--- src/rtl/exu_lsu_ctrl_if.sv ---
// ----------------------------------------------------------------------------
// exu_lsu_ctrl_if
// Bundles the four handshake channels around the LSU controller:
//   - AGU command channel      (agu_cmd_*)
//   - DTCM command channel     (dtcm_cmd_*)
//   - DTCM response channel    (dtcm_rsp_*)
//   - write-back/commit channel (lsu_o_*)
// Modports:
//   master : the LSU controller side (accepts AGU commands, issues DTCM
//            commands, accepts DTCM responses, drives write-back)
//   slave  : the surrounding environment (AGU, DTCM and write-back consumer)
// ----------------------------------------------------------------------------
interface exu_lsu_ctrl_if #(
  parameter int XLEN            = 32,
  parameter int DTCM_ADDR_WIDTH = 16,
  parameter int ITAG_WIDTH      = 2
);

  // AGU command channel
  logic                       agu_cmd_valid;
  logic                       agu_cmd_ready;
  logic [DTCM_ADDR_WIDTH-1:0] agu_cmd_addr;
  logic                       agu_cmd_read;
  logic [XLEN-1:0]            agu_cmd_wdata;
  logic [XLEN/8-1:0]          agu_cmd_wmask;
  logic [ITAG_WIDTH-1:0]      agu_cmd_itag;
  logic                       agu_cmd_usign;
  logic [1:0]                 agu_cmd_size;

  // DTCM command channel
  logic                       dtcm_cmd_valid;
  logic                       dtcm_cmd_ready;
  logic [DTCM_ADDR_WIDTH-1:0] dtcm_cmd_addr;
  logic                       dtcm_cmd_read;
  logic [XLEN-1:0]            dtcm_cmd_wdata;
  logic [XLEN/8-1:0]          dtcm_cmd_wmask;

  // DTCM response channel
  logic                       dtcm_rsp_valid;
  logic                       dtcm_rsp_ready;
  logic [XLEN-1:0]            dtcm_rsp_rdata;
  logic                       dtcm_rsp_err;

  // Write-back / commit channel
  logic                       lsu_o_valid;
  logic                       lsu_o_ready;
  logic [XLEN-1:0]            lsu_o_wbck_wdat;
  logic [ITAG_WIDTH-1:0]      lsu_o_wbck_itag;
  logic                       lsu_o_wbck_err;
  logic                       lsu_o_cmt_load;
  logic                       lsu_o_cmt_store;

  modport master (
    input  agu_cmd_valid, agu_cmd_addr, agu_cmd_read, agu_cmd_wdata,
           agu_cmd_wmask, agu_cmd_itag, agu_cmd_usign, agu_cmd_size,
    output agu_cmd_ready,
    output dtcm_cmd_valid, dtcm_cmd_addr, dtcm_cmd_read, dtcm_cmd_wdata,
           dtcm_cmd_wmask,
    input  dtcm_cmd_ready,
    input  dtcm_rsp_valid, dtcm_rsp_rdata, dtcm_rsp_err,
    output dtcm_rsp_ready,
    output lsu_o_valid, lsu_o_wbck_wdat, lsu_o_wbck_itag, lsu_o_wbck_err,
           lsu_o_cmt_load, lsu_o_cmt_store,
    input  lsu_o_ready
  );

  modport slave (
    output agu_cmd_valid, agu_cmd_addr, agu_cmd_read, agu_cmd_wdata,
           agu_cmd_wmask, agu_cmd_itag, agu_cmd_usign, agu_cmd_size,
    input  agu_cmd_ready,
    input  dtcm_cmd_valid, dtcm_cmd_addr, dtcm_cmd_read, dtcm_cmd_wdata,
           dtcm_cmd_wmask,
    output dtcm_cmd_ready,
    output dtcm_rsp_valid, dtcm_rsp_rdata, dtcm_rsp_err,
    input  dtcm_rsp_ready,
    input  lsu_o_valid, lsu_o_wbck_wdat, lsu_o_wbck_itag, lsu_o_wbck_err,
           lsu_o_cmt_load, lsu_o_cmt_store,
    output lsu_o_ready
  );

endinterface

--- src/rtl/exu_lsu_ctrl.sv ---
// ----------------------------------------------------------------------------
// exu_lsu_ctrl
// LSU control between the AGU command channel and the DTCM bus port.
// Commands pass straight through to the DTCM (word-aligned address) while an
// in-order FIFO remembers {read, usign, size, addr[1:0], itag} for each
// outstanding access. Each DTCM response is aligned/extended using the FIFO
// head and loaded into a registered write-back buffer.
// Ports:
//   clk, rst_n    : clock, asynchronous active-low reset
//   bus           : exu_lsu_ctrl_if.master (AGU cmd, DTCM cmd/rsp, write-back)
//   lsu_active    : outstanding entries exist or write-back buffer is valid
//   lsu_outs_cnt  : number of outstanding DTCM transactions
// ----------------------------------------------------------------------------
module exu_lsu_ctrl #(
  parameter int XLEN            = 32,
  parameter int DTCM_ADDR_WIDTH = 16,
  parameter int ITAG_WIDTH      = 2,
  parameter int OUTS_DEPTH      = 2
) (
  input  logic                          clk,
  input  logic                          rst_n,
  exu_lsu_ctrl_if.master                bus,
  output logic                          lsu_active,
  output logic [$clog2(OUTS_DEPTH):0]   lsu_outs_cnt
);

  localparam int CW = $clog2(OUTS_DEPTH) + 1;
  localparam int PW = (OUTS_DEPTH > 1) ? $clog2(OUTS_DEPTH) : 1;

  typedef struct packed {
    logic                  read;
    logic                  usign;
    logic [1:0]            size;
    logic [1:0]            off;
    logic [ITAG_WIDTH-1:0] itag;
  } entry_t;

  // Shift the addressed lane down to bit 0 and sign/zero-extend by size.
  function automatic logic [XLEN-1:0] load_align(
    input logic [XLEN-1:0] rdata,
    input logic [1:0]      off,
    input logic [1:0]      size,
    input logic            usign
  );
    logic [XLEN-1:0] sh;
    sh = rdata >> {off, 3'b000};
    case (size)
      2'b00:   load_align = {{(XLEN-8){~usign & sh[7]}}, sh[7:0]};
      2'b01:   load_align = {{(XLEN-16){~usign & sh[15]}}, sh[15:0]};
      default: load_align = rdata;
    endcase
  endfunction

  // Pointers wrap at OUTS_DEPTH, which need not fill the pointer width.
  function automatic logic [PW-1:0] ptr_next(input logic [PW-1:0] p);
    if (p == PW'(OUTS_DEPTH - 1)) begin
      ptr_next = {PW{1'b0}};
    end else begin
      ptr_next = p + PW'(1);
    end
  endfunction

  entry_t            fifo_r [OUTS_DEPTH];
  logic [PW-1:0]     wr_ptr_r;
  logic [PW-1:0]     rd_ptr_r;
  logic [CW-1:0]     cnt_r;

  logic              wb_vld_r;
  logic [XLEN-1:0]   wb_wdat_r;
  logic [ITAG_WIDTH-1:0] wb_itag_r;
  logic              wb_err_r;
  logic              wb_load_r;
  logic              wb_store_r;

  logic              full_s;
  logic              empty_s;
  logic              push_s;
  logic              pop_s;
  logic              wb_fire_s;
  entry_t            head_s;
  entry_t            push_entry_s;
  logic [XLEN-1:0]   rsp_data_s;

  assign full_s  = (cnt_r == CW'(OUTS_DEPTH));
  assign empty_s = (cnt_r == {CW{1'b0}});

  // Command path: no bypass, a full FIFO blocks the AGU even if a pop happens.
  assign bus.dtcm_cmd_valid = bus.agu_cmd_valid & ~full_s;
  assign bus.agu_cmd_ready  = bus.dtcm_cmd_ready & ~full_s;
  assign bus.dtcm_cmd_addr  = {bus.agu_cmd_addr[DTCM_ADDR_WIDTH-1:2], 2'b00};
  assign bus.dtcm_cmd_read  = bus.agu_cmd_read;
  assign bus.dtcm_cmd_wdata = bus.agu_cmd_wdata;
  assign bus.dtcm_cmd_wmask = bus.agu_cmd_wmask;

  // A response is taken only when it has a matching entry and somewhere to go.
  assign bus.dtcm_rsp_ready = ~empty_s & (~wb_vld_r | bus.lsu_o_ready);

  assign push_s    = bus.agu_cmd_valid & bus.agu_cmd_ready;
  assign pop_s     = bus.dtcm_rsp_valid & bus.dtcm_rsp_ready;
  assign wb_fire_s = wb_vld_r & bus.lsu_o_ready;

  assign head_s = fifo_r[rd_ptr_r];

  assign push_entry_s.read  = bus.agu_cmd_read;
  assign push_entry_s.usign = bus.agu_cmd_usign;
  assign push_entry_s.size  = bus.agu_cmd_size;
  assign push_entry_s.off   = bus.agu_cmd_addr[1:0];
  assign push_entry_s.itag  = bus.agu_cmd_itag;

  // Write-back data for the response at the FIFO head; errors and stores give 0.
  always_comb begin
    rsp_data_s = {XLEN{1'b0}};
    if (bus.dtcm_rsp_err) begin
      rsp_data_s = {XLEN{1'b0}};
    end else if (head_s.read) begin
      rsp_data_s = load_align(bus.dtcm_rsp_rdata, head_s.off, head_s.size, head_s.usign);
    end else begin
      rsp_data_s = {XLEN{1'b0}};
    end
  end

  // Outstanding FIFO pointers and occupancy count.
  always_ff @(posedge clk or negedge rst_n) begin
    if (!rst_n) begin
      wr_ptr_r <= {PW{1'b0}};
      rd_ptr_r <= {PW{1'b0}};
      cnt_r    <= {CW{1'b0}};
    end else begin
      if (push_s) begin
        wr_ptr_r <= ptr_next(wr_ptr_r);
      end
      if (pop_s) begin
        rd_ptr_r <= ptr_next(rd_ptr_r);
      end
      case ({push_s, pop_s})
        2'b10:   cnt_r <= cnt_r + CW'(1);
        2'b01:   cnt_r <= cnt_r - CW'(1);
        default: cnt_r <= cnt_r;
      endcase
    end
  end

  // Outstanding FIFO entry storage.
  always_ff @(posedge clk or negedge rst_n) begin
    if (!rst_n) begin
      for (int i = 0; i < OUTS_DEPTH; i++) begin
        fifo_r[i] <= '0;
      end
    end else if (push_s) begin
      fifo_r[wr_ptr_r] <= push_entry_s;
    end
  end

  // Write-back buffer: a pop reloads it even while the old result drains.
  always_ff @(posedge clk or negedge rst_n) begin
    if (!rst_n) begin
      wb_vld_r   <= 1'b0;
      wb_wdat_r  <= {XLEN{1'b0}};
      wb_itag_r  <= {ITAG_WIDTH{1'b0}};
      wb_err_r   <= 1'b0;
      wb_load_r  <= 1'b0;
      wb_store_r <= 1'b0;
    end else if (pop_s) begin
      wb_vld_r   <= 1'b1;
      wb_wdat_r  <= rsp_data_s;
      wb_itag_r  <= head_s.itag;
      wb_err_r   <= bus.dtcm_rsp_err;
      wb_load_r  <= head_s.read;
      wb_store_r <= ~head_s.read;
    end else if (wb_fire_s) begin
      wb_vld_r   <= 1'b0;
    end
  end

  assign bus.lsu_o_valid     = wb_vld_r;
  assign bus.lsu_o_wbck_wdat = wb_wdat_r;
  assign bus.lsu_o_wbck_itag = wb_itag_r;
  assign bus.lsu_o_wbck_err  = wb_err_r;
  assign bus.lsu_o_cmt_load  = wb_load_r;
  assign bus.lsu_o_cmt_store = wb_store_r;

  assign lsu_active   = ~empty_s | wb_vld_r;
  assign lsu_outs_cnt = cnt_r;

endmodule

--- src/flat_wrapper.sv ---
// flat-port wrapper written by rule: the top's interface ports become plain ports
module exu_lsu_ctrl_flat 
#(
  parameter int XLEN            = 32,
  parameter int DTCM_ADDR_WIDTH = 16,
  parameter int ITAG_WIDTH      = 2,
  parameter int OUTS_DEPTH      = 2
)
  (clk, rst_n, lsu_active, lsu_outs_cnt, bus_agu_cmd_valid, bus_agu_cmd_addr, bus_agu_cmd_read, bus_agu_cmd_wdata, bus_agu_cmd_wmask, bus_agu_cmd_itag, bus_agu_cmd_usign, bus_agu_cmd_size, bus_agu_cmd_ready, bus_dtcm_cmd_valid, bus_dtcm_cmd_addr, bus_dtcm_cmd_read, bus_dtcm_cmd_wdata, bus_dtcm_cmd_wmask, bus_dtcm_cmd_ready, bus_dtcm_rsp_valid, bus_dtcm_rsp_rdata, bus_dtcm_rsp_err, bus_dtcm_rsp_ready, bus_lsu_o_valid, bus_lsu_o_wbck_wdat, bus_lsu_o_wbck_itag, bus_lsu_o_wbck_err, bus_lsu_o_cmt_load, bus_lsu_o_cmt_store, bus_lsu_o_ready);
  exu_lsu_ctrl_if #(.XLEN(XLEN), .DTCM_ADDR_WIDTH(DTCM_ADDR_WIDTH), .ITAG_WIDTH(ITAG_WIDTH)) bus_i ();
  input  logic clk;
  input  logic rst_n;
  output logic lsu_active;
  output logic [$clog2(OUTS_DEPTH):0] lsu_outs_cnt;
  input wire logic [$bits(bus_i.agu_cmd_valid)-1:0] bus_agu_cmd_valid;
  input wire logic [$bits(bus_i.agu_cmd_addr)-1:0] bus_agu_cmd_addr;
  input wire logic [$bits(bus_i.agu_cmd_read)-1:0] bus_agu_cmd_read;
  input wire logic [$bits(bus_i.agu_cmd_wdata)-1:0] bus_agu_cmd_wdata;
  input wire logic [$bits(bus_i.agu_cmd_wmask)-1:0] bus_agu_cmd_wmask;
  input wire logic [$bits(bus_i.agu_cmd_itag)-1:0] bus_agu_cmd_itag;
  input wire logic [$bits(bus_i.agu_cmd_usign)-1:0] bus_agu_cmd_usign;
  input wire logic [$bits(bus_i.agu_cmd_size)-1:0] bus_agu_cmd_size;
  output wire logic [$bits(bus_i.agu_cmd_ready)-1:0] bus_agu_cmd_ready;
  output wire logic [$bits(bus_i.dtcm_cmd_valid)-1:0] bus_dtcm_cmd_valid;
  output wire logic [$bits(bus_i.dtcm_cmd_addr)-1:0] bus_dtcm_cmd_addr;
  output wire logic [$bits(bus_i.dtcm_cmd_read)-1:0] bus_dtcm_cmd_read;
  output wire logic [$bits(bus_i.dtcm_cmd_wdata)-1:0] bus_dtcm_cmd_wdata;
  output wire logic [$bits(bus_i.dtcm_cmd_wmask)-1:0] bus_dtcm_cmd_wmask;
  input wire logic [$bits(bus_i.dtcm_cmd_ready)-1:0] bus_dtcm_cmd_ready;
  input wire logic [$bits(bus_i.dtcm_rsp_valid)-1:0] bus_dtcm_rsp_valid;
  input wire logic [$bits(bus_i.dtcm_rsp_rdata)-1:0] bus_dtcm_rsp_rdata;
  input wire logic [$bits(bus_i.dtcm_rsp_err)-1:0] bus_dtcm_rsp_err;
  output wire logic [$bits(bus_i.dtcm_rsp_ready)-1:0] bus_dtcm_rsp_ready;
  output wire logic [$bits(bus_i.lsu_o_valid)-1:0] bus_lsu_o_valid;
  output wire logic [$bits(bus_i.lsu_o_wbck_wdat)-1:0] bus_lsu_o_wbck_wdat;
  output wire logic [$bits(bus_i.lsu_o_wbck_itag)-1:0] bus_lsu_o_wbck_itag;
  output wire logic [$bits(bus_i.lsu_o_wbck_err)-1:0] bus_lsu_o_wbck_err;
  output wire logic [$bits(bus_i.lsu_o_cmt_load)-1:0] bus_lsu_o_cmt_load;
  output wire logic [$bits(bus_i.lsu_o_cmt_store)-1:0] bus_lsu_o_cmt_store;
  input wire logic [$bits(bus_i.lsu_o_ready)-1:0] bus_lsu_o_ready;
  assign bus_i.agu_cmd_valid = bus_agu_cmd_valid;
  assign bus_i.agu_cmd_addr = bus_agu_cmd_addr;
  assign bus_i.agu_cmd_read = bus_agu_cmd_read;
  assign bus_i.agu_cmd_wdata = bus_agu_cmd_wdata;
  assign bus_i.agu_cmd_wmask = bus_agu_cmd_wmask;
  assign bus_i.agu_cmd_itag = bus_agu_cmd_itag;
  assign bus_i.agu_cmd_usign = bus_agu_cmd_usign;
  assign bus_i.agu_cmd_size = bus_agu_cmd_size;
  assign bus_agu_cmd_ready = bus_i.agu_cmd_ready;
  assign bus_dtcm_cmd_valid = bus_i.dtcm_cmd_valid;
  assign bus_dtcm_cmd_addr = bus_i.dtcm_cmd_addr;
  assign bus_dtcm_cmd_read = bus_i.dtcm_cmd_read;
  assign bus_dtcm_cmd_wdata = bus_i.dtcm_cmd_wdata;
  assign bus_dtcm_cmd_wmask = bus_i.dtcm_cmd_wmask;
  assign bus_i.dtcm_cmd_ready = bus_dtcm_cmd_ready;
  assign bus_i.dtcm_rsp_valid = bus_dtcm_rsp_valid;
  assign bus_i.dtcm_rsp_rdata = bus_dtcm_rsp_rdata;
  assign bus_i.dtcm_rsp_err = bus_dtcm_rsp_err;
  assign bus_dtcm_rsp_ready = bus_i.dtcm_rsp_ready;
  assign bus_lsu_o_valid = bus_i.lsu_o_valid;
  assign bus_lsu_o_wbck_wdat = bus_i.lsu_o_wbck_wdat;
  assign bus_lsu_o_wbck_itag = bus_i.lsu_o_wbck_itag;
  assign bus_lsu_o_wbck_err = bus_i.lsu_o_wbck_err;
  assign bus_lsu_o_cmt_load = bus_i.lsu_o_cmt_load;
  assign bus_lsu_o_cmt_store = bus_i.lsu_o_cmt_store;
  assign bus_i.lsu_o_ready = bus_lsu_o_ready;
  exu_lsu_ctrl #(.XLEN(XLEN), .DTCM_ADDR_WIDTH(DTCM_ADDR_WIDTH), .ITAG_WIDTH(ITAG_WIDTH), .OUTS_DEPTH(OUTS_DEPTH)) u_core (.clk(clk), .rst_n(rst_n), .bus(bus_i), .lsu_active(lsu_active), .lsu_outs_cnt(lsu_outs_cnt));
endmodule
--- config.mk ---
export PLATFORM = sky130hd
export DESIGN_NAME = exu_lsu_ctrl_flat
export DESIGN_NICKNAME = d
export VERILOG_FILES = /design/src/rtl/exu_lsu_ctrl_if.sv /design/src/rtl/exu_lsu_ctrl.sv /design/src/flat_wrapper.sv
export SDC_FILE = /design/constraint.sdc
export NUM_CORES = 1
export LEC_CHECK = 0
export CAP_MARGIN = 30
export CORE_MARGIN = 4
export CORE_UTILIZATION = 35
export CTS_BUF_LIST = sky130_fd_sc_hd__clkbuf_16
export DETAILED_ROUTE_END_ITERATION = 16
export DONT_BUFFER_PORTS = 1
export PLACE_DENSITY = 0.52
export SLEW_MARGIN = 10
export SYNTH_ARGS = -nofsm -noshare
export SYNTH_HDL_FRONTEND = slang
export SYNTH_SLANG_ARGS = --single-unit
--- constraint.sdc ---
create_clock -name clk -period 2.7 [get_ports clk]
set_input_delay 0.27 -clock clk [delete_from_list [all_inputs] [get_ports clk]]
set_output_delay 0.27 -clock clk [all_outputs]
set_load 0.01 [all_outputs]
# Word level (Yosys, flattened, before mapping)
# Index checks and enable logic that the tools add are counted.
[totals]
regBits = 58
input_bits = 97
out_inout_bits = 97
wordCells = 67
[op_classes]
n_addsub = 4
n_lt_le_gt_ge = 3
eq_ne = 4
shifts = 1
mux = 14
n_bitwise = 17
reduce_logical = 5
[ops]
columns = ["op", "count"]
rows = [
  ["$mux 32", 2],
  ["$pmux 32 s2", 1],
  ["$mux 8", 4],
  ["$shr 32x5->16", 1],
  ["$bwmux 16", 1],
  ["$and 1x1->1", 8],
  ["$demux 8 s1", 1],
  ["$not 1->1", 5],
  ["$eq 2x1->1 const B", 2],
  ["$eq 2x2->1 const B", 2],
  ["$ge 2x2->1 const B", 2],
  ["$logic_not 2->1", 2],
  ["$mux 1", 4],
  ["$not 1->2", 2],
  ["$pmux 2 s2", 1],
  ["$reduce_bool 2->1", 2],
  ["$add 1x1->1 const B", 2],
  ["$add 2x1->2 const B", 1],
  ["$lt 2x1->1 const B", 1],
  ["$or 1x1->1", 2],
  ["$sub 2x1->2 const B", 1],
  ["$logic_and 1x1->1", 1],
]

# Logic depth before layout (Yosys ltp)
[depth]
depth_word = 9
ltp_mapped = 9
depth_no_buf = 7

# Worst setup path after synthesis
# Ideal clock, no wire load.
[synth_path]
path_type = "register to register"
start = "reg u_core.rd_ptr_r"
end = "reg u_core.wb_wdat_r[12], in the netlist u_core.bus.lsu_o_wbck_wdat[12]"
setup_time_ps = 126
t_arrival_ps = 1833
required_time_ps = 2574
slack_ps = 742
stages_incl_launch_ff = 8
n_path_buf = 2
period_less_slack_ps = 1958
path_cell_list = "dfrtp_1 > buf_6 > mux2i_2 > buf_6 > mux2i_1 > o2bb2ai_1 > a221oi_1 > o21ai_1"
[synth_via]
elab_chain_len = 9
word_cells_on_any_way = 12
classes_between = "eq/ne: 1; shift: 1; mux: 6; bitwise: 3; reduce/logical: 1"
[synth_rtl]
columns = ["item", "line", "text"]
rows = [
  ["start: declaration", "exu_lsu_ctrl.sv:65", "logic [PW-1:0] rd_ptr_r;"],
  ["start signal: assignment", "exu_lsu_ctrl.sv:126", "rd_ptr_r <= {PW{1'b0}};"],
  ["start signal: assignment", "exu_lsu_ctrl.sv:133", "rd_ptr_r <= ptr_next(rd_ptr_r);"],
  ["$not 1->2 (not written as such) *", "exu_lsu_ctrl.sv:102", "assign head_s = fifo_r[rd_ptr_r];"],
  ["$mux 8 (not written as such) * (3 in a row)", "exu_lsu_ctrl.sv:102", ""],
  ["$shr 32x5->16 / $not 1->1 (equally long branches)", "exu_lsu_ctrl.sv:46, exu_lsu_ctrl.sv:48", ""],
  ["$and 1x1->1", "exu_lsu_ctrl.sv:48", "2'b00: load_align = {{(XLEN-8){~usign & sh[7]}}, sh[7:0]};"],
  ["$pmux 32 s2", "exu_lsu_ctrl.sv:47", "case (size)"],
  ["$mux 32 *", "exu_lsu_ctrl.sv:115", "end else if (head_s.read) begin"],
  ["$mux 32 *", "exu_lsu_ctrl.sv:113", "if (bus.dtcm_rsp_err) begin"],
  ["end signal: assignment", "exu_lsu_ctrl.sv:158", "wb_wdat_r <= {XLEN{1'b0}};"],
  ["end signal: assignment", "exu_lsu_ctrl.sv:165", "wb_wdat_r <= rsp_data_s;"],
  ["end: declaration", "exu_lsu_ctrl.sv:69", "logic [XLEN-1:0] wb_wdat_r;"],
]
# Mark *: on every way between the ends. The rest lies on a longest branch, timed or not. The select of a mux whose other input is x is not followed.
# A chain may end at the register's enable or synchronous reset.

# Worst setup path in the final report
[layout_path]
start = "reg u_core.rd_ptr_r"
end = "reg u_core.wb_wdat_r[16], in the netlist u_core.bus.lsu_o_wbck_wdat[16]"
[layout_via]
elab_chain_len = 9
word_cells_on_any_way = 13
classes_between = "eq/ne: 1; shift: 1; mux: 6; bitwise: 4; reduce/logical: 1"
[layout_rtl]
columns = ["item", "line"]
rows = [
  ["$not 1->2 (not written as such) *", "exu_lsu_ctrl.sv:102"],
  ["$mux 8 (not written as such) * (3 in a row)", "exu_lsu_ctrl.sv:102"],
  ["$shr 32x5->16 / $not 1->1 (equally long branches)", "exu_lsu_ctrl.sv:46, exu_lsu_ctrl.sv:48, exu_lsu_ctrl.sv:49"],
  ["$and 1x1->1, on equally long branches", "exu_lsu_ctrl.sv:49, exu_lsu_ctrl.sv:48"],
  ["$pmux 32 s2", "exu_lsu_ctrl.sv:47"],
  ["$mux 32 *", "exu_lsu_ctrl.sv:115"],
  ["$mux 32 *", "exu_lsu_ctrl.sv:113"],
]
# Marked as above.

==> metrics.yaml <==
pin_count: 194
max-clock-path-buffers: 2
whs_endpoint: "u_core.bus.lsu_o_wbck_err$_DFFE_PN0P_"
p_per_area_nw_per_um2: 1370
gp_congestion: 0.819
grt_pass1_wl_mm: 13.6
wl_per_cell_microns: 20.0
ctsHoldBuffers: 2
clock_sink_count: 58
worst_r2r_endpoint: "u_core.bus.lsu_o_wbck_wdat[16]$_DFFE_PN0P_"
initial_core_util_pct: 36.4
vias: 2398
synth_edf_count: 0
irDropWorstVdd_mv: 0.401
cp_data_required_time_ns: 2.97
setup_tns_ns: 0
hpwl_mm: 6.63
pre_cts_ws_ns: 0.273
synth-main-ff-cell: "dfrtp_1"
rrSetupSlack_ns: 0.26
grt_max_degree: 59
fmax_mhz: 410
fill_cells: 1007
antenna_found_initial: 0
power.leakage_nw: 1.64
synth_area_sq_um: 3610
fp.coreArea_sq_um: 9910
ys_warn_count: 0
syn_inst: 350
crit_chain: "buf_4, mux2i_4, o22ai_1, nor4_1, and2_1, a221o_2"
fin_skew_ns: 0.00787
final_area_sq_um: 3610
drc: 0
endpoint_kind: "flip-flop"
clk_pin_slew_ns: 0.05
diodes: 0
nets: 400
place_inst: 422
stdcell_count: 440
yosysMostFrequentCell: "dfrtp_1"
ff2ff_path_depth: 6
cts_made_buffers: 9
cts_root_buffer: "clkbuf_16"
yosysTopAreaCell: "dfrtp_1"
cp_slowest_stage_delay_ns: 0.75
clk_latency_ns: 0.33
hold_path.class: "in2reg"
min_from: "bus_dtcm_rsp_err"
min_period_ns: 2.44
r2r-start: "u_core.rd_ptr_r$_DFFE_PN0P_"
ys_top_cells_by_count: "dfrtp_1, buf_4, nand2_1, nor2_1, mux2i_1"
yosysSeqAreaShare_pct: 40.2
io_buffer_count: 0
die_x_microns: 110
grt_pass1_vias: 2413
finalMaxSlewViolations: 0
cts.repair.resized: 0
status: "finished clean"
worst_pin_slew_ns: 0.702
fp.dieH_microns: 110
finalSetupViolations: 0
placed_area_sq_um: 3320
htreeDepth: 3
synthToLayoutAreaGrowth_pct: 0.139
worstPathArrival_ns: 2.71
slew_headroom_pct: 52.9
ys_top_cells_by_area: "dfrtp_1, buf_4, mux2i_1"
hold_depth: 2
ys_types: 50
yosysTopAreaCellShare_pct: 40.2
drive_above_1_share_pct: 18.9
slowest_stage: "dfrtp_1"
postRouteAntennaNets: 0
row_count: 36
cp-start-kind: "flip-flop"
async_flop_share_pct: 100
drt_iter0_drc: 89
worst_slack_ns: 0.259
hold_violations: 0
syn_avg_cell_area_sq_um: 10.3
post-cts-setup-buffers: 0
crit_path_max_fanout: 16
dr.pass1.iters: 4
rsz0062_at_grt: "no"
grt_remaining_overflow: 0
max-cap-violations: 0
dieArea_sq_um: 12000
critPathKind: "reg2reg"
wirelength_mm: 8.82
grt_util_all_layers_pct: 15.0
fin_crit_sh_pct: 90.4
ys_seq_elements: 58
cts_tree: "yes"
via_per_inst: 5.45
==> layout by cell type, fill, tap and decap left out, types with 4 or more instances in the layout <==
cell type | synthesis | routed
a221o_1 | 10 | 10
a221o_2 | 6 | 6
a221oi_1 | 7 | 7
and2_1 | 4 | 4
buf_4 | 54 | 8
clkbuf_16 | 0 | 9
dfrtp_1 | 58 | 58
mux2_2 | 18 | 18
mux2i_1 | 33 | 32
nand2_1 | 35 | 35
nor2_1 | 35 | 35
o21ai_0 | 20 | 20
o21ai_1 | 6 | 6
o2bb2ai_1 | 8 | 8
==> worst max-delay path: cells and delay by family (launching register included) <==
family	cells	cell delay, ns
buf+inv	1	0.26
compound gates	2	0.32
simple gates	2	0.82
flops	1	0.75
mux	1	0.23
==> state kept, by name, indices dropped and copies added (netlist names), 2 cells and up <==
name                        cells
u_core.bus.lsu_o_wbck_itag      2
u_core.fifo_r                  16
u_core.lsu_outs_cnt             2
u_core.bus.lsu_o_wbck_wdat     32
==> kinds of logic (layout without fill, tap and decap cells) <==
kind of cell / after synthesis / in the layout / share of synthesized area, %
flip-flops: 58 / 58 / 40.2
adder cells (fa/ha/maj): 1 / 1 / 0.347
AO/OA/AOI/OAI: 67 / 67 / 15.4
AND/OR/NAND/NOR: 93 / 93 / 11.7
XOR/XNOR: 4 / 4 / 0.971
other: 1 / 2 / 0.104
buffers and inverters: 71 / 27 / 14.8
multiplexers: 55 / 55 / 16.5
==> how the worst max path moves through the flow <==
stage / cells past startpoint / endpoint / from
6_report: 6 / u_core.bus.lsu_o_wbck_wdat[16]$_DFFE_PN0P_ / u_core.rd_ptr_r$_DFFE_PN0P_
2_1_floorplan: 7 / u_core.bus.lsu_o_wbck_wdat[12]$_DFFE_PN0P_ / u_core.rd_ptr_r$_DFFE_PN0P_
3_3_place_gp: 7 / u_core.bus.lsu_o_wbck_wdat[17]$_DFFE_PN0P_ / u_core.rd_ptr_r$_DFFE_PN0P_
4_1_cts: 7 / u_core.bus.lsu_o_wbck_wdat[29]$_DFFE_PN0P_ / u_core.rd_ptr_r$_DFFE_PN0P_
5_1_grt: 6 / u_core.bus.lsu_o_wbck_wdat[17]$_DFFE_PN0P_ / u_core.rd_ptr_r$_DFFE_PN0P_
3_5_place_dp: 6 / u_core.bus.lsu_o_wbck_wdat[17]$_DFFE_PN0P_ / u_core.rd_ptr_r$_DFFE_PN0P_
==> through the flow <==
stage / utilization, % / hold WS (ns) / total power [mW]
2_1_floorplan: - / -0.0256 / 3.60
3_3_place_gp: 33.5 / -0.0236 / 3.97
3_5_place_dp: 33.5 / -0.0235 / 4.01
4_1_cts: 36.5 / 0.0662 / 5.01
5_1_grt: 36.5 / 0.0776 / 5.32
6_report: 36.5 / 0.0714 / 4.96
==> area by class of cell <==
type                       instances  area (sq um)  area share (%)
clock buffer                       9           225            6.23
clock inverter                     7          28.8           0.796
inverter                           1          3.75           0.104
multi-input combinational        222          1640            45.4
sequential                        58          1450            40.2
tap                              133           166            4.61
timing repair buffer              10          97.6            2.70
==> metal layers <==
metal	wire, microns	vias up	global-route usage (%)
met5	0	-	0
met4	187	0	6.86
met3	1130	24	7.05
met2	3900	96	21.9
met1	3600	1180	18.7
li1	-	1098	-
==> power by group <==
group	internal [mW]	switching (mW)	total, mW
logic	1.03	1.17	2.20
registers	1.27	0.526	1.79
clock network	0.598	0.366	0.964
No activity file was read; power rests on OpenSTA's default activity.
